File: src/rtl/dmem_arbiter.sv
// -----------------------------------------------------------------------------
// dmem_arbiter
//
// Shares one single-port data RAM between the ASIP memory stage (CPU port)
// and an external host/loader port (image preload, result dump).
//
// The CPU owns the RAM by default (S_CPU). A host access takes exactly one
// S_HOST cycle, during which the core is stalled if it also wants the RAM.
// An S_CPU cycle always follows an S_HOST cycle. The RAM reads and writes on
// the falling clock edge, so read data is valid in the same cycle as the
// address it belongs to.
//
// Arbitration of contested cycles (both sides requesting):
//   default build                   : CPU priority. The host is granted after
//                                     MAX_WAIT contested cycles at most.
//   `define DMEM_ARB_ROUND_ROBIN_EN : last-owner round robin. wait_cnt is
//                                     tied to zero.
//
// Ports
//   clk, reset            rising-edge clock, asynchronous active-low reset
//   cpu_req/we/addr/wdata core memory-stage access
//   cpu_rdata, cpu_stall  read data to the core, hold request to the core
//   host_req/we/addr/wdata host access, held until host_gnt
//   host_gnt              host access performed this cycle
//   host_rvalid/rdata     registered host read data, one cycle after grant
//   ram_addr/wdata/we     RAM control
//   ram_rdata             RAM read data
//   wait_cnt              host starvation count (debug)
// -----------------------------------------------------------------------------
module dmem_arbiter #(
    parameter int ADDR_W   = 16,
    parameter int DATA_W   = 24,
    parameter int MAX_WAIT = 4
) (
    input  logic              clk,
    input  logic              reset,
    input  logic              cpu_req,
    input  logic              cpu_we,
    input  logic [ADDR_W-1:0] cpu_addr,
    input  logic [DATA_W-1:0] cpu_wdata,
    output logic [DATA_W-1:0] cpu_rdata,
    output logic              cpu_stall,
    input  logic              host_req,
    input  logic              host_we,
    input  logic [ADDR_W-1:0] host_addr,
    input  logic [DATA_W-1:0] host_wdata,
    output logic              host_gnt,
    output logic              host_rvalid,
    output logic [DATA_W-1:0] host_rdata,
    output logic [ADDR_W-1:0] ram_addr,
    output logic [DATA_W-1:0] ram_wdata,
    output logic              ram_we,
    input  logic [DATA_W-1:0] ram_rdata,
    output logic [3:0]        wait_cnt
);

    typedef enum logic {
        S_CPU  = 1'b0,
        S_HOST = 1'b1
    } state_t;

    state_t            state_q, state_d;
    logic [3:0]        wait_q, wait_d;
    logic              rvalid_q, rvalid_d;
    logic [DATA_W-1:0] rdata_q, rdata_d;

`ifdef DMEM_ARB_ROUND_ROBIN_EN
    // Owner encoding of the last-owner flag: 0 = CPU, 1 = host.
    logic last_owner_q, last_owner_d;
    logic last_owner_s;
`else
    localparam logic [3:0] WAIT_LIMIT = 4'(MAX_WAIT - 1);
`endif

    // Next-state, RAM mux and handshake outputs.
    always_comb begin
        state_d   = state_q;
        wait_d    = wait_q;
        rvalid_d  = 1'b0;
        rdata_d   = rdata_q;
        ram_addr  = cpu_addr;
        ram_wdata = cpu_wdata;
        ram_we    = cpu_req & cpu_we;
        host_gnt  = 1'b0;
        cpu_stall = 1'b0;
`ifdef DMEM_ARB_ROUND_ROBIN_EN
        // An S_CPU cycle with a CPU access is itself a CPU turn, so it is
        // the owner that the contest decision looks back on.
        last_owner_s = last_owner_q;
        if ((state_q == S_CPU) && cpu_req) begin
            last_owner_s = 1'b0;
        end else begin
            last_owner_s = last_owner_q;
        end
        last_owner_d = last_owner_s;
`endif

        case (state_q)
            S_CPU: begin
                if (!host_req) begin
                    wait_d  = 4'd0;
                    state_d = S_CPU;
                end else if (!cpu_req) begin
                    state_d = S_HOST;
                end else begin
`ifdef DMEM_ARB_ROUND_ROBIN_EN
                    wait_d = 4'd0;
                    if (last_owner_s == 1'b0) begin
                        state_d = S_HOST;
                    end else begin
                        state_d = S_CPU;
                    end
`else
                    // Contested: CPU is served now; the host is forced in
                    // once it has been denied MAX_WAIT times.
                    wait_d = wait_q + 4'd1;
                    if (wait_q >= WAIT_LIMIT) begin
                        state_d = S_HOST;
                    end else begin
                        state_d = S_CPU;
                    end
`endif
                end
            end

            S_HOST: begin
                ram_addr  = host_addr;
                ram_wdata = host_wdata;
                ram_we    = host_we;
                host_gnt  = 1'b1;
                cpu_stall = cpu_req;
                rvalid_d  = ~host_we;
                if (!host_we) begin
                    rdata_d = ram_rdata;
                end else begin
                    rdata_d = rdata_q;
                end
                wait_d  = 4'd0;
                state_d = S_CPU;
`ifdef DMEM_ARB_ROUND_ROBIN_EN
                last_owner_d = 1'b1;
`endif
            end

            default: begin
                wait_d  = 4'd0;
                state_d = S_CPU;
            end
        endcase
    end

    // State, starvation counter and host read-data registers.
    always_ff @(posedge clk or negedge reset) begin
        if (!reset) begin
            state_q  <= S_CPU;
            wait_q   <= 4'd0;
            rvalid_q <= 1'b0;
            rdata_q  <= {DATA_W{1'b0}};
        end else begin
            state_q  <= state_d;
            wait_q   <= wait_d;
            rvalid_q <= rvalid_d;
            rdata_q  <= rdata_d;
        end
    end

`ifdef DMEM_ARB_ROUND_ROBIN_EN
    // Last-owner flag for round-robin contest resolution.
    always_ff @(posedge clk or negedge reset) begin
        if (!reset) begin
            last_owner_q <= 1'b0;
        end else begin
            last_owner_q <= last_owner_d;
        end
    end
`endif

    assign cpu_rdata   = ram_rdata;
    assign host_rvalid = rvalid_q;
    assign host_rdata  = rdata_q;
    assign wait_cnt    = wait_q;

endmodule

File: config.mk
export PLATFORM = sky130hd
export DESIGN_NAME = dmem_arbiter
export DESIGN_NICKNAME = d
export VERILOG_FILES = /design/src/rtl/dmem_arbiter.sv
export SDC_FILE = /design/constraint.sdc
export NUM_CORES = 1
export LEC_CHECK = 0
export BUFFER_PORTS_ARGS = -buffer_cell sky130_fd_sc_hd__buf_2
export CAP_MARGIN = 25
export CORE_AREA = 2 2 80 82
export CTS_CLUSTER_SIZE = 25
export DETAILED_ROUTE_END_ITERATION = 8
export DIE_AREA = 0 0 82 84
export PLACE_DENSITY = 0.73
export SLEW_MARGIN = 20
export SYNTH_ARGS = -nofsm -noshare
export SYNTH_HDL_FRONTEND = slang
export SYNTH_SLANG_ARGS = --single-unit
File: constraint.sdc
create_clock -name clk -period 2 [get_ports clk]
set_input_delay 0.2 -clock clk [delete_from_list [all_inputs] [get_ports clk]]
set_output_delay 0.2 -clock clk [all_outputs]
set_load 0.05 [all_outputs]
==> run_results.csv, run 1 <==
group,metric,value,unit
placed_design,dpl-instance-area,2830,µm²
final_layout,synthToLayoutAreaGrowth,51.2,%
sta,post-route-period-util,0.880,
placed_design,place.port_buffers,205,
floorplan,start_util,0.320,
logic_synthesis,yosys.area_share.xor_xnor,0.00449,
clock_tree,root_buffer,"clkbuf_8",
power,pwr-share-clk,0.212,
setup_path,worstSetupStartpointType,"flop",
logic_synthesis,yosys_warnings,0,
sta,fin_setup_tns,0,ps
logic_synthesis,synth_area_leaders,"dfrtp_1 38%, mux2_2 26%, mux2_4 15%",
power,power_density,931,nW/µm²
final_layout,multi_input_area,937,µm²
detailed_routing,firstDrtPassIters,4,
final_layout,fillerInstances,583,
detailed_routing,finalWirelength,5.85,mm
final_layout,drive_gt1_frac,0.852,
placed_design,dp_hpwl,4.98,mm
clock_tree,clock_sinks,30,
detailed_routing,vias,1812,
floorplan,die_area,6890,µm²
global_routing,track_usage,0.165,
final_layout,antenna_cells,0,
min_path,hp-class,"input pin to flop",
setup_path,end_kind,"output pin",
detailed_routing,detail_route.wl_per_cell,14.3,µm
logic_synthesis,synth-simple-area-share,0.0391,
logic_synthesis,synth.net_count,258,
logic_synthesis,yosysTopAreaCell,"dfrtp_1",
run_status,status,"completed",
power,power,2.75,mW
logic_synthesis,synth-seq-cells,30,
final_layout,stdcell_count,408,
power,p_sw_frac,0.450,
final_layout,seqCellArea,751,µm²
global_routing,antenna_found_initial,0,
global_routing,grt_max_degree,31,
sta,worst_pin_slew,634,ps
power,p_switching,1.24,mW
floorplan,die_h,84,µm
detailed_routing,avgViaCountPerCell,4.44,
sta,relSlewSlack,0.578,
sta,hold_ws,165,ps
sta,slew_violations,0,
clock_tree,cts_tree,"built",
detailed_routing,drc,0,
clock_tree,clock_latency,270,ps
logic_synthesis,yosys.area_share.adder,0.00641,
detailed_routing,detail-route-antenna-nets,0,
sta,rsz0062_at_grt,"false",
floorplan,io_pins,206,
logic_synthesis,synth_common_cells,"45 x mux2_2, 30 x dfrtp_1, 28 x buf_4",
logic_synthesis,synth_top_family_by_area,"multiplexers",
setup_path,r2r-start,"state_q$_DFF_PN0_",
final_layout,postLayoutCellArea,2950,µm²
clock_tree,htreeDepth,2,
setup_path,worstSetupPathType,"flop to output pin",
setup_path,crit_path_end,"ram_addr[4]",
logic_synthesis,synth_edf_count,0,
sta,finalClockSkew,4.80,ps
setup_path,r2r_cells,3,
flow_run,cap_violations,0,
detailed_routing,drt_iter0_markers,24,
power,leakagePower,1.63,nW
logic_synthesis,ys_types,22,
sta,hold_violations,0,
logic_synthesis,yosys_most_used_dff,"dfrtp_1",
power,intPower,1.51,mW
floorplan,core-area,6100,µm²
clock_tree,cts_buffers,5,
global_routing,grt_pass1_vias,1757,
placed_design,routabilityCongestion,0.856,
power,sequentialPowerShare,0.283,
logic_synthesis,synth_compound_area_frac,0.0103,
global_routing,grt_pass1_wl,8.42,mm
logic_synthesis,synthCells,147,
logic_synthesis,synth_top_cell_area_share,0.385,
clock_tree,clock_path_buffers,2,
sta,period_needed,1760,ps
floorplan,rows,29,
power,irDropWorstVdd,0.000584,V
logic_synthesis,yosysMostFrequentCell,"mux2_2",
setup_path,cp.required,1800,ps
setup_path,r2r-end,"host_rdata[17]$_DFFE_PN0P_",
sta,max_freq,568,MHz
setup_path,reg2reg_slack,600,ps
logic_synthesis,synthArstFlopShare,1.00,
sta,setup-violations-final,0,
logic_synthesis,muxShareOfSynthArea,0.416,
setup_path,startpoint,"state_q$_DFF_PN0_",
global_routing,grt_overflow_total,0,
logic_synthesis,avgSynthCellArea,13.3,µm²
power,p_comb_frac,0.505,
setup_path,crit_arrival,1560,ps
setup_path,critPathMaxFanout,27,
logic_synthesis,syn_area,1950,µm²
final_layout,fin_nets,441,
floorplan,fp.dieW,82,µm
placed_design,place_inst,399,
logic_synthesis,ys_seq_area_frac,0.385,
clock_tree,clk_pin_slew,60,ps
## through the flow
step | utilization | worst slack (ps)
after floorplan | - | 104
after CTS | 0.484 | 232
final | 0.484 | 240
after detailed placement | 0.465 | 539
after global placement | 0.465 | 570
after global routing | 0.484 | 176
## registers in the layout, indices dropped and copies added (netlist names)
name / count
host_rdata: 24
wait_cnt: 4
host_rvalid: 1
state_q: 1
## final cells by class
class / instances / share of cell area
clock buffer: 5 / 0.0233
multi-input combinational: 84 / 0.318
timing repair buffer: 209 / 0.359
clock inverter: 3 / 0.0136
tap: 77 / 0.0326
sequential: 30 / 0.254
## cell usage in the layout (no fill, tap or decap), drive strengths merged
master and n:
dfrtp 30, bufinv 1, mux2 64, and2 1, nand3b 2, nand2b 1, nor4b 1, or3b 1
nor2b 1, nand2 2, nand4 1, clkbuf 5, nor2 3, buf 208, clkinv 2, a21bo 1
ha 1, dlygate4sd3 1, mux2i 2, a21oi 1, xnor2 1, o21ai 1
## kinds of logic after synthesis
group | count (synthesis)
xor gates and xnor gates | 1
muxes | 66
AOI/OAI and AO/OA | 3
and+or+nand+nor | 13
adders and majority gates | 1
buffers and inverters | 33
DFF | 30
## worst min path at each step
stage | start | endpoint | slack [ps] | cells past startpoint
after floorplan | reset | host_rdata[0]$_DFFE_PN0P_ | -100 | 0
after global placement | reset | host_rdata[22]$_DFFE_PN0P_ | 250 | 1
after detailed placement | reset | host_rdata[5]$_DFFE_PN0P_ | 260 | 1
after CTS | ram_rdata[13] | host_rdata[13]$_DFFE_PN0P_ | 160 | 2
after global routing | ram_rdata[13] | host_rdata[13]$_DFFE_PN0P_ | 150 | 2
final | ram_rdata[15] | host_rdata[15]$_DFFE_PN0P_ | 170 | 2
## critical path, cell delays in order, from the launching register on
cell and delay [ps]:
dfrtp_1 370, buf_4 310, mux2_2 390, buf_2 210
## power groups by stage
stage               clock network, mW  registers (mW)  logic [mW]
finish                          0.582           0.777        1.39
global route                    0.634           0.792        1.45
detailed placement                  0           0.787        1.39
CTS                             0.600           0.779        1.40
floorplan                           0            1.20       0.666
global placement                    0           0.784        1.39
## layer usage
metal,share of wire,global-route usage,vias up
li1,-,-,854
met1,0.34,0.164,829
met2,0.54,0.313,120
met3,0.097,0.0379,9
met4,0.027,0.0697,0
met5,0,0,-
## timing repair
action	in CTS	in global routing
endpoints found under the hold margin	30	0
endpoints found under the setup margin	0	0
gates resized for setup	0	0
buffers inserted	0	0
hold buffers	1	0
(Power assumes the default switching activity.)
==> inputs of run 2 (changes only) <==
Settings changed: CELL_PAD_IN_SITES_DETAIL_PLACEMENT set to 1, CELL_PAD_IN_SITES_GLOBAL_PLACEMENT set to 1, CORE_AREA 2 2 80 82 to unset, CORE_MARGIN set to 1, CORE_UTILIZATION set to 26, DIE_AREA 0 0 82 84 to unset, PLACE_DENSITY 0.73 to 0.83.
==> run 2 against run 1 <==
Cell count grew 5.1%. Register-to-register slack gained 70 ps. Final area is 0.98% higher. Non-clock buffer count is 1 lower. Critical path type unchanged. Critical endpoint is now ram_addr[6]. Largest cell class unchanged.
==> run_results.csv, run 2 (synthesis results as in run 1) <==
group,metric,value,unit
run_status,status,"completed",
final_layout,fin_nets,440,
clock_tree,htreeDepth,2,
sta,finalClockSkew,6.59,ps
global_routing,grt_pass1_wl,9.41,mm
flow_run,cap_violations,0,
setup_path,crit_arrival,1570,ps
sta,hold_ws,173,ps
placed_design,place_inst,420,
detailed_routing,vias,1830,
placed_design,dp_hpwl,5.60,mm
detailed_routing,drt_iter0_markers,20,
final_layout,stdcell_count,429,
power,pwr-share-clk,0.181,
sta,worst_pin_slew,673,ps
clock_tree,clock_path_buffers,2,
detailed_routing,topRoutingLayerUsed,"met4",
final_layout,largest_register_ffs,24,
global_routing,grt_pass1_vias,1893,
power,p_switching,1.24,mW
setup_path,critPathMaxFanout,42,
detailed_routing,wl_met1,2.05,mm
setup_path,worstSetupStartpointType,"flop",
final_layout,antenna_cells,0,
sta,slew_violations,0,
sta,post-route-period-util,0.887,
power,irDropWorstVdd,0.000244,V
global_routing,grt_max_degree,43,
detailed_routing,met2_length,3.91,mm
floorplan,fp.dieW,88.6,µm
floorplan,die_h,88.6,µm
sta,max_freq,564,MHz
final_layout,layout_common_cells,"205 x buf_2, 45 x mux2_2, 29 x dfrtp_1, 19 x mux2_4, 6 x clkbuf_8",
setup_path,cp.required,1800,ps
detailed_routing,drc,0,
final_layout,final_common_cell,"buf_2",
power,sequentialPowerShare,0.295,
global_routing,track_usage,0.162,
clock_tree,clk_pin_slew,60,ps
min_path,hp-class,"input pin to flop",
power,p_comb_frac,0.523,
setup_path,worstSetupPathType,"flop to output pin",
detailed_routing,finalWirelength,6.57,mm
clock_tree,cts_buffers,5,
clock_tree,clock_latency,270,ps
power,power_density,893,nW/µm²
power,p_sw_frac,0.465,
sta,rsz0062_at_grt,"false",
clock_tree,root_buffer,"clkbuf_8",
floorplan,io_pins,206,
final_layout,drive_gt1_frac,0.852,
sta,relSlewSlack,0.551,
clock_tree,post-cts-setup-buffers,0,
sta,hold_violations,0,
floorplan,die_area,7860,µm²
floorplan,core-area,7250,µm²
detailed_routing,firstDrtPassIters,2,
floorplan,start_util,0.269,
detailed_routing,route.met3.wl,482,µm
placed_design,routabilityCongestion,0.921,
placed_design,place.port_buffers,205,
global_routing,antenna_found_initial,0,
final_layout,fillerInstances,857,
sta,setup-violations-final,0,
global_routing,grt_overflow_total,0,
sta,fin_setup_tns,0,ps
detailed_routing,avgViaCountPerCell,4.27,
final_layout,synthToLayoutAreaGrowth,52.7,%
power,leakagePower,1.62,nW
power,intPower,1.43,mW
sta,period_needed,1770,ps
detailed_routing,detail_route.wl_per_cell,15.3,µm
clock_tree,clock_sinks,30,
setup_path,end_kind,"output pin",
clock_tree,cts_tree,"built",
floorplan,rows,31,
detailed_routing,detail-route-antenna-nets,0,
power,power,2.66,mW
-- run 2: cell count changes in the layout (fill, tap and decap cells not counted), sizes merged --
cell / before / now
clkinv: 2 / 1
clkbuf: 5 / 7
bufinv: 1 / 0
buf: 208 / 207
-- run 2: final timing paths --
kind,endpoint,slack (ps),from,cells after the start
setup / recovery,ram_addr[6],230,state_q$_DFF_PN0_,3
hold / removal,host_rdata[12]$_DFFE_PN0P_,170,ram_rdata[12],2
setup reg to reg,host_rdata[19]$_DFFE_PN0P_,670,state_q$_DFF_PN0_,3
hold reg to reg,host_rdata[17]$_DFFE_PN0P_,500,host_rdata[17]$_DFFE_PN0P_,1
max in group asynchronous,state_q$_DFF_PN0_,1020,reset,2
min in group asynchronous,host_rdata[22]$_DFFE_PN0P_,500,reset,2
-- run 2: cell type report --
class                   count  area, µm²  area share
flip-flops and latches     30        752       0.252
clock buffers               7       86.3      0.0290
well taps                  99        124      0.0416
clock inverters             1       5.00     0.00168
repair buffers            208       1080       0.361
multi-input cells          84        937       0.314
-- run 2: what timing repair did --
action / in CTS / in global routing
endpoints found under the hold margin: 30 / 0
resized for setup: 0 / 0
hold buffers: 1 / 0
endpoints found under the setup margin: 0 / 0
-- run 2: per-layer routing --
| layer | GRT usage | vias up |
|---|---|---|
| met4 | 0.0616 | 0 |
| li1 | - | 854 |
| met1 | 0.136 | 841 |
| met3 | 0.0401 | 10 |
| met5 | 0 | - |
| met2 | 0.352 | 125 |
-- run 2: metrics by stage --
| stage | setup slack, ps | util | instance area (µm²) |
|---|---|---|---|
| after detailed placement | 516 | 0.397 | 2880 |
| final | 226 | 0.411 | 2980 |
| after CTS | 196 | 0.411 | 2980 |
| after global routing | 145 | 0.411 | 2980 |
| after global placement | 524 | 0.397 | 2880 |
| after floorplan | 104 | - | 1950 |
-- run 2: worst max-delay path: stages, from the launching register on --
cell and delay, ps:
dfrtp_2 450, buf_12 250, mux2_2 370, buf_2 220
-- run 2: power by group through the flow --
stage | logic, mW | clock network [mW] | registers, mW
2_1_floorplan | 0.666 | 0 | 1.20
3_3_place_gp | 1.39 | 0 | 0.787
3_5_place_dp | 1.40 | 0 | 0.798
4_1_cts | 1.41 | 0.509 | 0.789
5_1_grt | 1.46 | 0.533 | 0.802
6_report | 1.39 | 0.483 | 0.787
==> inputs of run 3 (changes only) <==
Settings changed: CORE_MARGIN 1 to 4.
==> run 3 against run 2 <==
Sequential power is essentially flat. Critical path depth is the same. Combinational power is essentially flat. Critical endpoint is now ram_addr[5]. Clock power shrank 7.0%. Count of clock-buffer cells in the layout shrank 2. Final area shrank 0.59%. Sequential cell count is the same. Setup slack lost 9.2 ps. Global-route usage shrank 1.6 points. Clock skew shrank 2.4 ps. Utilization shrank 0.46 points. Highest routed layer unchanged.
==> run_results.csv, run 3 (synthesis results as in run 1) <==
group,metric,value,unit
global_routing,grt_max_degree,32,
floorplan,die_area,8960,µm²
final_layout,fin_nets,441,
power,power_density,891,nW/µm²
detailed_routing,avgViaCountPerCell,4.24,
min_path,hp-class,"input pin to flop",
clock_tree,htreeDepth,2,
floorplan,io_pins,206,
setup_path,cp.required,1800,ps
clock_tree,clock_sinks,30,
global_routing,antenna_found_initial,0,
setup_path,end_kind,"output pin",
floorplan,start_util,0.268,
global_routing,track_usage,0.146,
setup_path,critPathMaxFanout,31,
floorplan,core-area,7290,µm²
final_layout,drive_gt1_frac,0.855,
clock_tree,root_buffer,"clkbuf_8",
detailed_routing,vias,1819,
detailed_routing,firstDrtPassIters,4,
sta,period_needed,1780,ps
sta,post-route-period-util,0.892,
detailed_routing,detail_route.wl_per_cell,16.1,µm
final_layout,synthToLayoutAreaGrowth,51.8,%
sta,setup-violations-final,0,
floorplan,die_h,94.6,µm
sta,hold_violations,0,
final_layout,fillerInstances,865,
sta,worst_pin_slew,676,ps
setup_path,worstSetupPathType,"flop to output pin",
placed_design,place_inst,421,
flow_run,cap_violations,0,
sta,max_freq,561,MHz
final_layout,antenna_cells,0,
floorplan,fp.dieW,94.6,µm
sta,finalClockSkew,4.15,ps
clock_tree,clk_pin_slew,60,ps
clock_tree,clock_path_buffers,2,
power,irDropWorstVdd,0.000253,V
clock_tree,clock_latency,270,ps
final_layout,layout_common_cells,"205 x buf_2, 45 x mux2_2, 29 x dfrtp_1, 19 x mux2_4, 5 x clkbuf_8",
final_layout,largest_register_ffs,24,
final_layout,final_common_cell,"buf_2",
power,leakagePower,1.61,nW
clock_tree,cts_buffers,5,
sta,slew_violations,0,
floorplan,rows,31,
sta,relSlewSlack,0.549,
detailed_routing,detail-route-antenna-nets,0,
clock_tree,cts_tree,"built",
final_layout,stdcell_count,429,
detailed_routing,finalWirelength,6.91,mm
clock_tree,cts_hold_buf,1,
sta,rsz0062_at_grt,"false",
final_layout,post-route-util,0.406,
global_routing,grt_pass1_wl,10.1,mm
placed_design,place.port_buffers,205,
setup_path,worstSetupStartpointType,"flop",
detailed_routing,drc,0,
sta,fin_setup_tns,0,ps
global_routing,grt_overflow_total,0,
clock_tree,ctsResizeCount,0,
power,power,2.64,mW
detailed_routing,drt_iter0_markers,23,
placed_design,dp_hpwl,5.94,mm
setup_path,crit_arrival,1580,ps
placed_design,routabilityCongestion,0.866,
run_status,status,"completed",
global_routing,grt_pass1_vias,1983,
clock_tree,post-cts-setup-buffers,0,
-- run 3: cell types whose count changed in the layout (fill, tap and decap cells not counted) --
| cell | before | now |
|---|---|---|
| buf_12 | 2 | 1 |
| clkinv_2 | 1 | 2 |
| buf_4 | 0 | 2 |
| clkbuf_1 | 1 | 0 |
| clkbuf_8 | 6 | 5 |
-- run 3: final timing paths --
path,from,end,slack [ps],cells after the start
min in group asynchronous,reset,host_rvalid$_DFF_PN0_,500,2
max,state_q$_DFF_PN0_,ram_addr[5],220,3
max in group asynchronous,reset,state_q$_DFF_PN0_,1020,2
max reg2reg,state_q$_DFF_PN0_,host_rdata[17]$_DFFE_PN0P_,440,3
min reg2reg,host_rdata[19]$_DFFE_PN0P_,host_rdata[19]$_DFFE_PN0P_,500,1
min,ram_rdata[4],host_rdata[4]$_DFFE_PN0P_,170,2
-- run 3: cell type report --
class / instances / area (µm²) / share of cell area
clock buffers: 5 / 68.8 / 0.0232
clock inverters: 2 / 10.0 / 0.00338
multi-input cells: 84 / 937 / 0.316
flip-flops and latches: 30 / 752 / 0.254
well taps: 99 / 124 / 0.0418
repair buffers: 209 / 1070 / 0.361
-- run 3: critical path, cell delays in order, from the launching register on --
cell,delay (ps)
dfrtp_2,480
buf_12,230
mux2_2,380
buf_2,220
-- run 3: report_power, final --
| group | internal (mW) | switching (mW) | total (mW) |
|---|---|---|---|
| combinational | 0.426 | 0.976 | 1.40 |
| sequential | 0.722 | 0.0659 | 0.788 |
| clock | 0.233 | 0.216 | 0.449 |
-- run 3: layer usage --
metal  GRT usage  vias to the layer above  share of wire
met5           0                        -              0
met4      0.0529                        0          0.021
met3      0.0486                       11           0.13
met2       0.272                      137           0.50
met1       0.152                      816           0.35
li1            -                      855              -
-- run 3: metrics by stage --
step           hold WS [ps]  setup slack (ps)  cell area (µm²)
4_1_cts                 160               198             2960
2_1_floorplan         -95.6               104             1950
3_3_place_gp            257               503             2870
6_report                171               216             2960
3_5_place_dp            281               419             2870
5_1_grt                 167               157             2960
